<file path="src/rtl/morse_decoder.sv">
// ============================================================================
//  Module   : morse_decoder
//  Brief    : Decodes 14-slot on/off light frames into one of eight letters.
//  Revision : 1.0
// ============================================================================
`default_nettype none

module morse_decoder (
    input  logic       clock,
    input  logic       resetn,
    input  logic       tick,
    input  logic       light,
    output logic [2:0] letter,
    output logic       valid,
    output logic       error,
    output logic       busy
);

    typedef enum logic [1:0] {
        S_IDLE    = 2'd0,
        S_CAPTURE = 2'd1,
        S_CHECK   = 2'd2
    } state_t;

    localparam logic [3:0]  c_frame_len = 4'd13;

    localparam logic [12:0] c_pat_j = 13'b1011101110111;
    localparam logic [12:0] c_pat_k = 13'b1110101110000;
    localparam logic [12:0] c_pat_l = 13'b1011101010000;
    localparam logic [12:0] c_pat_m = 13'b1110111000000;
    localparam logic [12:0] c_pat_n = 13'b1110100000000;
    localparam logic [12:0] c_pat_o = 13'b1110111011100;
    localparam logic [12:0] c_pat_p = 13'b1011101110100;
    localparam logic [12:0] c_pat_q = 13'b1110111010111;

    state_t      state_q;
    logic [12:0] payload_q;
    logic [3:0]  count_q;
    logic [2:0]  letter_q;
    logic        valid_q;
    logic        error_q;
    logic        busy_q;

    logic        match_d;
    logic [2:0]  code_d;

    always_comb begin
        match_d = 1'b1;
        code_d  = 3'd0;
        case (payload_q)
            c_pat_j: code_d = 3'd0;
            c_pat_k: code_d = 3'd1;
            c_pat_l: code_d = 3'd2;
            c_pat_m: code_d = 3'd3;
            c_pat_n: code_d = 3'd4;
            c_pat_o: code_d = 3'd5;
            c_pat_p: code_d = 3'd6;
            c_pat_q: code_d = 3'd7;
            default: match_d = 1'b0;
        endcase
    end

    // A full frame spends one extra cycle in CAPTURE with count=13 before
    // CHECK, giving a fixed two-cycle latency from the last sample to the pulse.
    always_ff @(posedge clock) begin
        if (!resetn) begin
            state_q   <= S_IDLE;
            payload_q <= 13'd0;
            count_q   <= 4'd0;
            letter_q  <= 3'd0;
            valid_q   <= 1'b0;
            error_q   <= 1'b0;
            busy_q    <= 1'b0;
        end else begin
            valid_q <= 1'b0;
            error_q <= 1'b0;
            case (state_q)
                S_IDLE: begin
                    // Ticks during the result pulse cycle must not start a frame.
                    if (tick && light && !valid_q && !error_q) begin
                        payload_q <= 13'd1;
                        count_q   <= 4'd1;
                        state_q   <= S_CAPTURE;
                        busy_q    <= 1'b1;
                    end
                end
                S_CAPTURE: begin
                    if (count_q == c_frame_len) begin
                        state_q <= S_CHECK;
                    end else if (tick) begin
                        payload_q <= {payload_q[11:0], light};
                        count_q   <= count_q + 4'd1;
                    end
                end
                S_CHECK: begin
                    state_q <= S_IDLE;
                    busy_q  <= 1'b0;
                    count_q <= 4'd0;
                    if (match_d) begin
                        letter_q <= code_d;
                        valid_q  <= 1'b1;
                    end else begin
                        error_q  <= 1'b1;
                    end
                end
                default: begin
                    state_q <= S_IDLE;
                    busy_q  <= 1'b0;
                    count_q <= 4'd0;
                end
            endcase
        end
    end

    assign letter = letter_q;
    assign valid  = valid_q;
    assign error  = error_q;
    assign busy   = busy_q;

endmodule

`default_nettype wire

</file>
<file path="config.mk">
export PLATFORM = sky130hd
export DESIGN_NAME = morse_decoder
export DESIGN_NICKNAME = d
export VERILOG_FILES = /design/src/rtl/morse_decoder.sv
export SDC_FILE = /design/constraint.sdc
export NUM_CORES = 1
export LEC_CHECK = 0
export ABC_AREA = 1
export BUFFER_PORTS_ARGS = -buffer_cell sky130_fd_sc_hd__buf_2
export CORE_ASPECT_RATIO = 0.8
export CORE_MARGIN = 5
export CORE_UTILIZATION = 52
export CTS_CLUSTER_SIZE = 28
export DETAILED_ROUTE_END_ITERATION = 12
export GPL_TIMING_DRIVEN = 0
export PLACE_DENSITY = 0.77
export REMOVE_ABC_BUFFERS = 1
export SLEW_MARGIN = 10
export SYNTH_ARGS = -nofsm -noshare
export SYNTH_HDL_FRONTEND = slang
export SYNTH_SLANG_ARGS = --single-unit
</file>
<file path="constraint.sdc">
create_clock -name clock -period 1.36 [get_ports clock]
set_input_delay 0.068 -clock clock [delete_from_list [all_inputs] [get_ports clock]]
set_output_delay 0.068 -clock clock [all_outputs]
set_load 0.05 [all_outputs]
</file>
Yosys cells after proc, flatten, opt, wreduce, memory -nomap -nowiden
Cells that the tools add are included.

Bits in registers: 25. Input bits: 4. Output and inout bits: 6.

$add $sub $neg: 1. Equality and inequality tests: 15. Mux-type cells: 17. Bitwise operators: 1. Reduce and logical (&&, ||, !) cells: 14.

Operators with widths (number): $eq A13 B13 Y1 const B (8); $mux W13 (3); $pmux W13 S2 (1); $pmux W3 S7 (1); $mux W4 (3); $ne A2 B2 Y1 const B (4); $pmux W4 S2 (1); $reduce_and A2 Y1 (4); $reduce_or A8 Y1 (1); $add A4 B1 Y4 const B (1); $eq A4 B4 Y1 const B (1); $mux W1 (4); $mux W2 (2); $pmux W2 S2 (1); $reduce_and A4 Y1 (1); $logic_and A1 B1 Y1 (3); $reduce_and A3 Y1 (1); $eq A2 B1 Y1 const B (1); $eq A2 B2 Y1 const B (1); $logic_not A1 Y1 (2); $logic_not A2 Y1 (1); $pmux W1 S2 (1); $reduce_bool A2 Y1 (1); $not A1 Y1 (1).

Longest topological paths before layout
Gate-level depths: netlist of run 1.

Word-level depth: 5. Depth in mapped cells: 11.

Least setup slack after synthesis of run 1
No wires, ideal clock.

Kind: register -> register. From: reg valid_q, in the netlist valid. To: reg payload_q[4]. Setup time: 0.073 ns. Arrival time: 1.366 ns. Required time: 1.287 ns. Path slack: -0.079 ns. Cell stages (with the launch flop): 10. Buffers on the path: 1. Period minus slack after synthesis: 1.439 ns. Path through: dfxtp_1 -> nor2_1 -> nand3_1 -> nand3_1 -> nand2_2 -> inv_2 -> nand2_4 -> buf_6 -> nand2_1 -> a21oi_1.

Cells in the longest elaborated chain, start to end: 5.

Ends and longest elaborated chain: from (decl) (RTL line 40) `logic valid_q;`; from (signal assigned) (RTL line 71) `valid_q <= 1'b0;`; from (signal assigned) (RTL line 75) `valid_q <= 1'b0;`; from (signal assigned) (RTL line 101) `valid_q <= 1'b1;`; $logic_not A1 Y1 (RTL line 80) `if (tick && light && !valid_q && !error_q) begin`; $logic_and A1 B1 Y1 (2 in a row) (RTL line 80); $ne A2 B2 Y1 (no line); $reduce_and A4 Y1 (no line); to (signal assigned) (RTL line 91) `payload_q <= {payload_q[11:0], light};`; to (decl) (RTL line 37) `logic [12:0] payload_q;`.

Every way passes these cells. A chain may end at the register's enable or synchronous reset.

Final worst setup path of run 1
From: reg state_q[0]. To: reg payload_q[0].

Cells in the longest elaborated chain, start to end: 3. Elaborated cells between the ends (all ways): 8.

Ends and longest elaborated chain: from (decl) (RTL line 36) `state_t state_q;`; from (signal assigned) (RTL line 67) `state_q <= S_IDLE;`; from (signal assigned) (RTL line 83) `state_q <= S_CAPTURE;`; from (signal assigned) (RTL line 89) `state_q <= S_CHECK;`; $eq A2 B1 Y1 or $logic_not A2 Y1 (tied branches) (RTL line 77) `case (state_q)`; $ne A2 B2 Y1 (no line) or $reduce_bool A2 Y1 (tied branches); $reduce_and A4 Y1 (no line).

Several ways; a longest one is shown, not always the timed one.

==> results of run 1 <==
report_power, final:
group / leakage (nW) / internal (mW) / switching, mW
Clock: 0.0183 / 0.120 / 0.243
Sequential: 0.211 / 0.745 / 0.0195
Combinational: 0.370 / 0.0786 / 0.167
Total: 0.599 / 0.944 / 0.429
stage by stage:
stage	setup slack, ns	TNS [ns]
finish	-0.0463	-0.0821
global route	-0.143	-0.916
CTS	0.00402	0
detailed placement	-0.181	-1.23
global placement	-0.147	-0.452
floorplan	-0.0236	-0.242
timing repair:
action / CTS / global route
pin swaps: 4 / 11
endpoints found under the setup margin: 19 / 22
gates cloned: 1 / 0
gates resized for setup: 20 / 33
setup buffers: 6 / 2
flip-flops by register name, indices dropped and copies added, names as in the netlist:
signal,count
busy,1
count_q,4
error,1
letter,3
payload_q,13
state_q,2
valid,1
logic make-up after synthesis:
kind of cell / synth area share, %
AO/OA/AOI/OAI: 9.45
flip-flops: 39.0
buffers and inverters: 7.89
AND/OR/NAND/NOR: 41.7
adder cells (fa/ha/maj): 1.95
layer usage:
metal / vias up / track usage, % / routed length [um]
li1: 614 / - / -
met1: 602 / 21.4 / 1330
met2: 46 / 34.6 / 1800
met3: 8 / 4.72 / 173
met4: 0 / 7.24 / 72
met5: - / 0 / 0
worst max-delay path, stage by stage (launching register included):
cell and delay [ns]:
dfxtp_1 0.41, inv_2 0.09, nor2_4 0.14, inv_1 0.12
nor2_4 0.15, inv_1 0.09, o21ai_0 0.21, a21oi_1 0.09
path summary, 6_finish.rpt:
check             slack, ns               startpoint  depth (start not counted)                        end
hold reg to reg        0.47   letter[1]$_SDFFE_PN0P_                          2     letter[1]$_SDFFE_PN0P_
setup / recovery      -0.05  state_q[0]$_SDFFE_PN0P_                          7  payload_q[0]$_SDFFE_PN0P_
setup reg to reg      -0.05  state_q[0]$_SDFFE_PN0P_                          7  payload_q[0]$_SDFFE_PN0P_
hold / removal         0.03                   resetn                          3           valid$_SDFF_PN0_
cell type report:
type / instances / area (um^2)
Inverter: 21 / 88.8
Sequential cell: 25 / 529
Clock buffer: 3 / 22.5
Clock inverter: 1 / 8.76
Timing Repair Buffer: 17 / 105
Multi-Input combinational cell: 132 / 821
Tap cell: 27 / 33.8
Fill cell: 206 / 793
placed cells by master (no fill, tap or decap), drive strengths merged, types with 2 or more instances in the layout:
master,instances
nand3,15
a21oi,19
buf,17
inv,21
dfxtp,25
nand2,62
clkbuf,3
ha,2
o21ai,3
nor3,3
nor2,22
==> results.py, run 1 <==
metrics = {
    "outcome": {
        "status": "finished, violations left",
        "failed_checks": "setup timing",
    },
    "logic_synthesis": {
        "syn_area_per_cell_um2": 7.13,
        "synth_common_cells": "52 x nand2_1, 25 x dfxtp_1, 18 x a21oi_1",
        "ys_ff_latch": 25,
        "yosysTopAreaCellShare_pct": 39.0,
        "synthArstFlopShare_pct": 0,
        "synth-main-ff-cell": "dfxtp_1",
        "yosysSeqAreaShare_pct": 39.0,
        "mappedNetlistArea_um2": 1280,
        "yosysTopAreaCell": "dfxtp_1",
        "yosysMostFrequentCell": "nand2_1",
        "ys_top_cells_by_area": "dfxtp_1 39%, nand2_1 15%, a21oi_1 7.0%, nor2_1 4.4%, nor2_4 4.4%",
        "syn_inst": 180,
        "synth_edf_count": 0,
        "yosysWarnings": 0,
        "synth.distinct_cells": 26,
    },
    "floorplanning": {
        "ioPinCount": 10,
        "num_rows": 16,
        "die_h_um": 54.4,
        "dieArea_um2": 3570,
        "fp.dieW_um": 65.6,
        "core_um2": 2400,
        "start_util_pct": 53.4,
    },
    "worst_setup_path": {
        "worst-path-max-fanout": 4,
        "worstPathArrival_ns": 1.63,
        "critical_path_class": "reg -> reg",
        "critPathCaptureType": "flip-flop",
        "crit_path_start_kind": "flip-flop",
        "cp.required_ns": 1.58,
    },
    "pwr": {
        "p_per_area_nw_per_um2": 853,
        "peakVddDrop_mv": 0.661,
        "finalPower_mw": 1.37,
        "leakage_nw": 0.599,
    },
    "timing": {
        "finalSetupViolations": 4,
        "fin_skew_ns": 0.00839,
        "min_period_over_period_pct": 103,
        "fin_ws_ns": -0.0463,
        "finalMaxSlewViolations": 0,
        "hold_ws_ns": 0.0257,
        "worst_slew_pin_slew_ns": 0.637,
        "rsz0062_at_grt": "true",
        "fmax_ghz": 0.711,
        "slew_headroom_pct": 57.3,
        "hold_violations": 0,
        "fin_crit_ns": 1.41,
    },
    "drt": {
        "drt_iter0_markers": 71,
        "ant_nets": 0,
        "first_pass_iters": 4,
        "drt-total-wl_um": 3380,
        "vias_per_cell": 5.62,
        "wl_per_cell_um": 15.0,
        "vias": 1270,
        "drc": 0,
    },
    "final_layout": {
        "postLayoutCellArea_um2": 1610,
        "syn_to_final_growth_pct": 25.3,
        "final_net_count": 206,
        "finish.utilization_pct": 67.0,
        "drive_gt1_share_pct": 41.7,
        "layoutNonFillerInstCount": 226,
        "diodes": 0,
    },
    "global_route": {
        "grt-ovfl-total": 0,
        "grt_pass1_wl_um": 5150,
        "grt_pass1_vias": 1156,
        "grt_max_degree": 20,
        "grt_usage_pct": 18.8,
        "antenna_found_initial": 0,
    },
    "run": {
        "max-cap-violations": 0,
    },
    "cts": {
        "path_clk_slew_ns": 0.14,
        "cts-root-buf": "clkbuf_4",
        "ctsHoldBuffers": 0,
        "clk_latency_ns": 0.33,
        "cts_buffers": 3,
        "cts_tree": "built",
        "numClockSinks": 25,
        "htree_levels": 1,
        "cts_buffer_depth": 2,
    },
    "min_path": {
        "worst_hold_path_type": "in -> reg",
    },
    "place": {
        "numPortBuffers": 9,
        "gp_congestion": 0.786,
        "dpl.cell_count": 213,
        "dpl-instance-area_um2": 1340,
        "dp_hpwl_um": 2070,
    },
}
No activity file was read; power rests on OpenSTA's default activity.
==> run 2: changes to the inputs <==
--- a/config.mk
+++ b/config.mk
@@ -9,11 +9,11 @@
 export BUFFER_PORTS_ARGS = -buffer_cell sky130_fd_sc_hd__buf_2
 export CORE_ASPECT_RATIO = 0.8
 export CORE_MARGIN = 5
-export CORE_UTILIZATION = 52
+export CORE_UTILIZATION = 58
 export CTS_CLUSTER_SIZE = 28
 export DETAILED_ROUTE_END_ITERATION = 12
 export GPL_TIMING_DRIVEN = 0
-export PLACE_DENSITY = 0.77
+export PLACE_DENSITY = 0.81
 export REMOVE_ABC_BUFFERS = 1
 export SLEW_MARGIN = 10
 export SYNTH_ARGS = -nofsm -noshare
==> constraint.sdc (replaced) <==
create_clock -name clock -period 1.52 [get_ports clock]
set_input_delay 0.076 -clock clock [delete_from_list [all_inputs] [get_ports clock]]
set_output_delay 0.076 -clock clock [all_outputs]
set_load 0.05 [all_outputs]
==> results.py, run 2 (same netlist as run 1, synthesis figures left out) <==
metrics = {
    "timing": {
        "fin_crit_ns": 1.43,
        "fmax_ghz": 0.700,
        "worst_slew_pin_slew_ns": 0.534,
        "fin_skew_ns": 0.00178,
        "rsz0062_at_grt": "true",
        "finalMaxSlewViolations": 0,
        "finalSetupViolations": 0,
        "slew_headroom_pct": 64.2,
        "hold_violations": 0,
        "min_period_over_period_pct": 93.9,
    },
    "final_layout": {
        "drive_gt1_share_pct": 26.6,
        "syn_to_final_growth_pct": 9.06,
        "diodes": 0,
        "layout_common_cells": "52 x nand2_1, 19 x dfxtp_1, 18 x a21oi_1",
        "regMostFlops": "payload_q",
        "layoutNonFillerInstCount": 217,
        "final_net_count": 199,
        "postLayoutCellArea_um2": 1400,
        "final_common_cell": "nand2_1",
        "largest_reg_flops": 13,
    },
    "pwr": {
        "peakVddDrop_mv": 0.836,
        "leakage_nw": 0.529,
        "p_per_area_nw_per_um2": 826,
    },
    "global_route": {
        "grt-ovfl-total": 0,
        "grt_pass1_wl_um": 4130,
        "antenna_found_initial": 0,
        "grt_max_degree": 20,
        "grt_usage_pct": 15.8,
        "grt_pass1_vias": 1002,
    },
    "floorplanning": {
        "start_util_pct": 60.0,
        "fp.dieW_um": 62.6,
        "ioPinCount": 10,
        "dieArea_um2": 3260,
        "core_um2": 2140,
        "num_rows": 15,
        "die_h_um": 52.1,
    },
    "cts": {
        "path_clk_slew_ns": 0.14,
        "clk_latency_ns": 0.32,
        "cts-root-buf": "clkbuf_4",
        "cts_buffer_depth": 2,
        "htree_levels": 1,
        "numClockSinks": 25,
        "cts_tree": "built",
        "cts_buffers": 3,
    },
    "drt": {
        "wl_per_cell_um": 10.9,
        "vias_per_cell": 5.12,
        "ant_nets": 0,
        "drt-total-wl_um": 2370,
        "first_pass_iters": 4,
        "vias": 1110,
        "drc": 0,
        "drt_iter0_markers": 40,
    },
    "worst_setup_path": {
        "crit_top_cell": "nand2_2",
        "cp_slowest_cell": "dfxtp_2",
        "rr_endpoint": "payload_q[11]$_SDFFE_PN0P_",
        "cpPeakStageDelay_ns": 0.35,
        "cp.required_ns": 1.76,
        "worst-path-max-fanout": 6,
        "path_cells": "inv_1, ha_1, nand3_2, nand2_2, nand2_1, nand2_2, inv_4, nand2_2, nand2_1, a21oi_1",
        "critical_path_class": "reg -> reg",
        "reg2reg_from": "count_q[1]$_SDFFE_PN0P_",
        "r2r_slack_ns": 0.09,
        "worstPathArrival_ns": 1.67,
        "r2r_cells": 10,
        "critPathCaptureType": "flip-flop",
        "crit_path_start_kind": "flip-flop",
    },
    "min_path": {
        "worst_hold_path_type": "in -> reg",
        "min_delay_path_depth": 3,
        "hold-path-endpoint": "letter[2]$_SDFFE_PN0P_",
        "hp-start": "resetn",
    },
    "place": {
        "gp_congestion": 0.911,
        "numPortBuffers": 9,
        "dp_hpwl_um": 1810,
        "dpl-instance-area_um2": 1340,
        "dpl.cell_count": 211,
    },
    "outcome": {
        "status": "finished clean",
    },
    "run": {
        "max-cap-violations": 0,
    },
}
==> run 2: cell types whose count changed in the layout (fill, tap and decap cells not counted), sizes merged <==
cell | before | now
buf | 17 | 10
==> run 2: power breakdown <==
part | leakage, nW | total, mW | internal [mW] | switching [mW]
clock network | 0.0183 | 0.315 | 0.107 | 0.208
registers | 0.205 | 0.686 | 0.672 | 0.0139
logic | 0.305 | 0.156 | 0.0443 | 0.111
total | 0.529 | 1.16 | 0.823 | 0.333
==> run 2: layer usage <==
layer | track usage [%] | vias to the layer above | part of all wire [%]
met4 | 3.18 | 0 | 0.59
met1 | 19.7 | 496 | 47
met3 | 4.54 | 2 | 4.1
met2 | 27.4 | 15 | 48
li1 | - | 597 | -
met5 | 0 | - | 0
==> run 2: critical path, delay by kind of cell, from the launching register on <==
family	cells	cell delay (ns)
flip-flops	1	0.35
AO/OA/AOI/OAI	1	0.12
AND/OR/NAND/NOR	6	0.57
adder cells (fa/ha/maj)	1	0.16
buffers and inverters	2	0.14
==> run 2: worst max-delay path by stage <==
| stage | from | to | slack (ns) |
|---|---|---|---|
| floorplan | valid$_SDFF_PN0_ | count_q[3]$_SDFFE_PN0P_ | 0.14 |
| global placement | count_q[1]$_SDFFE_PN0P_ | count_q[1]$_SDFFE_PN0P_ | 0.02 |
| detailed placement | count_q[1]$_SDFFE_PN0P_ | count_q[1]$_SDFFE_PN0P_ | -0.06 |
| CTS | count_q[0]$_SDFFE_PN0P_ | payload_q[11]$_SDFFE_PN0P_ | 0.06 |
| global route | count_q[1]$_SDFFE_PN0P_ | payload_q[5]$_SDFFE_PN0P_ | -0.02 |
| finish | count_q[1]$_SDFFE_PN0P_ | payload_q[11]$_SDFFE_PN0P_ | 0.09 |
==> run 2: metrics by stage <==
stage	setup slack, ns	utilization, %	total power [mW]	TNS, ns	hold slack (ns)
floorplan	0.136	-	0.809	0	0.197
global placement	0.0158	62.5	0.841	0	0.362
detailed placement	-0.0635	62.5	0.846	-0.0635	0.368
CTS	0.0620	64.3	1.16	0	0.00930
global route	-0.0155	65.4	1.23	-0.0302	0.00704
finish	0.0924	65.4	1.16	0	0.0198
==> run 2: timing repair <==
action | in CTS | in global routing
endpoints found under the setup margin | 1 | 17
cloned | 0 | 1
resized for setup | 0 | 9
pin swaps | 1 | 0
buffers inserted | 1 | 0
hold buffers | 0 | 0
hold endpoints to repair | 0 | 0
==> run 2: layout make-up <==
class | instances | area (um^2)
fillers | 196 | 739
multi-input cells | 132 | 696
flip-flops and latches | 25 | 508
inverters | 21 | 81.3
repair buffers | 10 | 52.6
well taps | 25 | 31.3
clock buffers | 3 | 22.5
clock inverters | 1 | 8.76
